`config.mk`:
```
export PLATFORM = sky130hd
export DESIGN_NAME = carrier_mask_event_gen
export DESIGN_NICKNAME = d
export VERILOG_FILES = /design/src/rtl/carrier_mask_event_gen.sv
export SDC_FILE = /design/constraint.sdc
export NUM_CORES = 1
export LEC_CHECK = 0
export CAP_MARGIN = 10
export CORE_MARGIN = 4
export CORE_UTILIZATION = 39
export DETAILED_ROUTE_END_ITERATION = 8
export HOLD_SLACK_MARGIN = 0.12
export SLEW_MARGIN = 20
export SYNTH_ARGS = -nofsm -noshare
export SYNTH_HDL_FRONTEND = slang
export SYNTH_SLANG_ARGS = --single-unit
```
`constraint.sdc`:
```
create_clock -name clk -period 4.4 [get_ports clk]
set_clock_uncertainty 0.2 [all_clocks]
set_input_delay 1.1 -clock clk [delete_from_list [all_inputs] [get_ports clk]]
set_output_delay 1.1 -clock clk [all_outputs]
set_load 0.005 [all_outputs]
```
`src/rtl/carrier_mask_event_gen.sv`:
```
// carrier_mask_event_gen
//   Carrier counter and mask-event source for one PWM channel group.
//   Runs an up-sawtooth, down-sawtooth or up/down triangle carrier from a
//   shadowed period. Emits a registered single-cycle maskevent at carrier
//   min and/or max as selected live by mask_mode. The period and carrier
//   mode are re-sampled only at the carrier reload point while running.
//
//   Optional build macro MASK_PRESCALE_EN adds the mask_div input. With it,
//   maskevent fires on every (mask_div+1)-th qualifying boundary only. The
//   first boundary after start always fires. mask_div is shadowed with the
//   period.
module carrier_mask_event_gen #(
  parameter int PWMCOUNT_WIDTH = 16
) (
  input  logic                      clk,
  input  logic                      reset,
  input  logic                      pwm_onoff,
  input  logic [1:0]                carr_mode,
  input  logic [1:0]                mask_mode,
  input  logic [PWMCOUNT_WIDTH-1:0] period_in,
`ifdef MASK_PRESCALE_EN
  input  logic [3:0]                mask_div,
`endif
  output logic [PWMCOUNT_WIDTH-1:0] count_out,
  output logic                      dir_out,
  output logic                      carr_zero,
  output logic                      carr_peak,
  output logic                      maskevent
);

  localparam int             W         = PWMCOUNT_WIDTH;
  localparam logic [W-1:0]   CNT_ZERO  = '0;
  localparam logic [W-1:0]   CNT_ONE   = {{(W-1){1'b0}}, 1'b1};
  localparam logic [1:0]     MODE_DOWN = 2'b01;

  typedef enum logic [1:0] {
    IDLE     = 2'd0,
    RUN_UP   = 2'd1,
    RUN_DOWN = 2'd2
  } state_e;

  state_e       state_q;
  logic [W-1:0] count_q, count_d;
  logic [W-1:0] period_sh_q, period_sh_d;
  logic [1:0]   mode_sh_q, mode_sh_d;
  logic         dir_q, dir_d;
  logic         zero_q, peak_q, mev_q;
  logic [W-1:0] step_cnt;
  logic         step_down;
  logic         wrap;
  logic         reload;
  logic         qual;
  logic         fire;

  // One carrier step from the current count under the shadowed period/mode.
  // wrap marks the step that crosses into a new carrier period.
  always_comb begin
    wrap      = 1'b0;
    step_cnt  = count_q;
    step_down = 1'b0;
    if (mode_sh_q[1]) begin
      // triangle (mode 11 behaves as 10)
      if (state_q == RUN_DOWN) begin
        if (count_q <= CNT_ONE) begin
          wrap = 1'b1;
        end else begin
          step_cnt  = count_q - CNT_ONE;
          step_down = 1'b1;
        end
      end else if (count_q >= period_sh_q) begin
        // at the peak: P of 0 or 1 has no falling half
        if (period_sh_q <= CNT_ONE) begin
          wrap = 1'b1;
        end else begin
          step_cnt  = period_sh_q - CNT_ONE;
          step_down = 1'b1;
        end
      end else begin
        step_cnt = count_q + CNT_ONE;
      end
    end else if (mode_sh_q == MODE_DOWN) begin
      if (count_q == CNT_ZERO) begin
        wrap = 1'b1;
      end else begin
        step_cnt  = count_q - CNT_ONE;
        step_down = 1'b1;
      end
    end else begin
      if (count_q >= period_sh_q) wrap = 1'b1;
      else                        step_cnt = count_q + CNT_ONE;
    end
  end

  // Next count while running. Leaving IDLE and wrapping are the same event:
  // re-sample period/mode and start at the new mode's first value.
  always_comb begin
    reload      = (state_q == IDLE) || wrap;
    period_sh_d = reload ? period_in : period_sh_q;
    mode_sh_d   = reload ? carr_mode : mode_sh_q;
    if (reload) begin
      count_d = (carr_mode == MODE_DOWN) ? period_in : CNT_ZERO;
      dir_d   = (carr_mode == MODE_DOWN);
    end else begin
      count_d = step_cnt;
      dir_d   = step_down;
    end
    qual = (mask_mode[0] && (count_d == CNT_ZERO)) ||
           (mask_mode[1] && (count_d == period_sh_d));
  end

`ifdef MASK_PRESCALE_EN
  logic [3:0] div_sh_q, div_sh_d;
  logic [3:0] ev_cnt_q, ev_cnt_d;

  // Divide qualifying boundaries; event counter 0 means "fire this one".
  always_comb begin
    div_sh_d = reload ? mask_div : div_sh_q;
    ev_cnt_d = ev_cnt_q;
    if (qual) ev_cnt_d = (ev_cnt_q >= div_sh_d) ? 4'd0 : ev_cnt_q + 4'd1;
    fire = qual && (ev_cnt_q == 4'd0);
  end

  // Prescale shadow and event counter; cleared whenever the carrier is off.
  always_ff @(posedge clk or negedge reset) begin
    if (!reset) begin
      div_sh_q <= 4'd0;
      ev_cnt_q <= 4'd0;
    end else if (!pwm_onoff) begin
      div_sh_q <= mask_div;
      ev_cnt_q <= 4'd0;
    end else begin
      div_sh_q <= div_sh_d;
      ev_cnt_q <= ev_cnt_d;
    end
  end
`else
  assign fire = qual;
`endif

  // Carrier FSM: IDLE holds everything at zero and tracks the inputs into the
  // shadows; RUN_UP/RUN_DOWN follow the counting direction.
  always_ff @(posedge clk or negedge reset) begin
    if (!reset) begin
      state_q     <= IDLE;
      count_q     <= CNT_ZERO;
      dir_q       <= 1'b0;
      zero_q      <= 1'b0;
      peak_q      <= 1'b0;
      mev_q       <= 1'b0;
      period_sh_q <= CNT_ZERO;
      mode_sh_q   <= 2'b00;
    end else if (!pwm_onoff) begin
      state_q     <= IDLE;
      count_q     <= CNT_ZERO;
      dir_q       <= 1'b0;
      zero_q      <= 1'b0;
      peak_q      <= 1'b0;
      mev_q       <= 1'b0;
      period_sh_q <= period_in;
      mode_sh_q   <= carr_mode;
    end else begin
      state_q     <= dir_d ? RUN_DOWN : RUN_UP;
      count_q     <= count_d;
      dir_q       <= dir_d;
      zero_q      <= (count_d == CNT_ZERO);
      peak_q      <= (count_d == period_sh_d);
      mev_q       <= fire;
      period_sh_q <= period_sh_d;
      mode_sh_q   <= mode_sh_d;
    end
  end

  assign count_out = count_q;
  assign dir_out   = dir_q;
  assign carr_zero = zero_q;
  assign carr_peak = peak_q;
  assign maskevent = mev_q;

endmodule

```
==> results.json <==
{
  "synth_cell_types": 80,
  "grt-ovfl-total": 0,
  "die_x_um": 117.1,
  "num_rows": 39,
  "stdcell_area_sq_um": 5717,
  "worst_pin_slew_ps": 868.2,
  "antenna_found_initial": 0,
  "period_needed_ps": 4341,
  "drv_cap": 0,
  "ant_nets": 0,
  "power.density_nw_per_um2": 852.6,
  "yosysTopAreaCellShare_pct": 21.02,
  "fp.dieH_um": 117.1,
  "drc": 1,
  "dr.pass1.iters": 7,
  "first_global_vias": 5373,
  "required_ps": 4420,
  "synth-seq-cells": 39,
  "dpl_cell_area_sq_um": 5552,
  "drive_gt1_share_pct": 17.57,
  "slew_viol_final": 0,
  "detail_route.wl_per_cell_um": 25.15,
  "clk_latency_ps": 280,
  "setup_viol": 0,
  "nets": 726,
  "viasPerCell": 6.891,
  "max_freq_mhz": 230.4,
  "yosysTopAreaCell": "dfrtp_1",
  "reg2reg_slack_ps": 60,
  "cts_sinks": 39,
  "setup.worst_path.class": "reg -> reg",
  "yosysMostFrequentCell": "nor2_1",
  "clk_pin_slew_ps": 50,
  "endpoint_kind": "flop",
  "die-area_sq_um": 13710,
  "fin_util_pct": 49.64,
  "syn2layout_area_growth_pct": 23.15,
  "start_util_pct": 40.31,
  "violations": "design-rule violations",
  "hpwl_um": 16380,
  "syn_nets": 650,
  "ys_async_sr_fraction_pct": 100.0,
  "ctsHoldBuffers": 0,
  "drtIter0Drc": 732,
  "yosys_warnings": 0,
  "hold_class": "reg -> reg",
  "cts_made_buffers": 5,
  "synthesis.instances": 606,
  "grt_pass1_wl_um": 31550,
  "placedCellCount": 818,
  "ir_worst_vdd_mv": 0.4075,
  "whs_ps": 401.0,
  "hold_viol_final": 0,
  "power.leakage_nw": 2.307,
  "min_period_over_period_pct": 98.65,
  "grt_max_degree": 40,
  "grt_use_total_pct": 30.58,
  "synth.avg_cell_area_sq_um": 7.660,
  "outcome": "complete, but fails checks",
  "synth_area_sq_um": 4642,
  "ys_top_cells_by_area": "dfrtp_1 (21%), ha_1 (5.7%), mux2_2 (5.1%)",
  "root_buffer": "clkbuf_16",
  "clock_path_buffers": 2,
  "synth-main-ff-cell": "dfrtp_1",
  "post_cts_buffers": 0,
  "layout.cells.non_filler": 826,
  "place.gp.congestion": 1.044,
  "antenna_cells": 0,
  "cts_resized": 0,
  "critPathMaxFanout": 28,
  "netlist_top_cells_count": "nor2_1 (51), dfrtp_1 (39), nand2_1 (39)",
  "critPathLaunchType": "flop",
  "port_buffers": 42,
  "io_pins": 43,
  "crit_arrival_ps": 4360,
  "setup_tns_ps": 0,
  "slew_headroom_pct": 41.59,
  "ys_seq_area_share_pct": 21.02,
  "wl_um": 20770,
  "coreArea_sq_um": 11520,
  "cts_tree": "yes",
  "h-tree-depth": 2,
  "num_vias": 5692,
  "synth_edf_count": 0
}
==> logic make-up after synthesis <==
logic type | count (synthesis) | share of synthesized area (%)
AND/OR/NAND/NOR | 238 | 27.01
flip-flops | 39 | 21.02
XOR/XNOR | 27 | 5.094
AO/OA/AOI/OAI | 178 | 27.22
multiplexers | 30 | 7.035
adder cells (fa/ha/maj) | 21 | 5.660
buffers and inverters | 73 | 6.954
==> registers in the layout (all words and copies together), names as in the netlist <==
| register | flops |
|---|---|
| mode_sh_q | 2 |
| period_sh_q | 16 |
| dir_out | 1 |
| state_q | 1 |
| maskevent | 1 |
| count_out | 16 |
| carr_zero | 1 |
| carr_peak | 1 |
==> power breakdown <==
part / internal [mW] / switching, mW / leakage [nW]
clock: 0.209 / 0.134 / 0.0679
sequential: 0.478 / 0.131 / 0.494
combinational: 1.55 / 2.37 / 1.75
total: 2.24 / 2.63 / 2.31
==> cell type report <==
type	instances	area, sq um
timing repair buffer	112	940.9
tap	143	178.9
fill	1175	5799
multi-input combinational	494	3371
sequential	39	975.9
clock buffer	7	132.6
inverter	30	112.6
clock inverter	1	5.005
==> critical path, stage by stage, from the launching register on <==
cell       delay (ps)
dfrtp_1           370
inv_1             230
ha_1              300
nor3b_1           470
nand4_1           380
o32ai_1           680
a21o_1            180
buf_4             310
a311oi_1          160
a21oi_1           280
o2111a_1          220
o2111ai_1         120
nor2_1            210
a22o_1            170
==> per-stage QoR <==
stage	total power, mW	worst slack, ps
global route	5.132	-13.92
global placement	4.350	86.08
floorplan	2.905	482.6
finish	4.874	59.22
CTS	4.734	35.93
detailed placement	4.368	59.66
==> per-layer routing <==
metal	share of wire (%)	track usage [%]	vias to the layer above	routed length [um]
met5	0	0	-	0
met4	5.6	14.14	0	1161
met3	8.9	3.548	92	1858
met2	45	49.18	406	9390
met1	40	41.10	2700	8360
li1	-	-	2494	-
==> cell usage in the layout (no fill, tap or decap), drive strengths merged, types with 27 or more instances in the layout <==
cell / instances
a21oi: 37
nand3: 28
nor2: 52
dfrtp: 39
buf: 71
nor3: 27
inv: 29
clkdlybuf4s50: 41
o21ai: 29
nand2: 39
==> final timing paths <==
kind | start | end | cells after the start
max reg2reg | count_out[0] | maskevent | 13
max | count_out[0] | maskevent | 13
min reg2reg | period_sh_q[7] | period_sh_q[7] | 1
min | period_sh_q[7] | period_sh_q[7] | 1
max in group asynchronous | reset | period_sh_q[0] | 1
min in group asynchronous | reset | carr_peak | 1
Note: power is estimated with default switching activity, not from simulation.
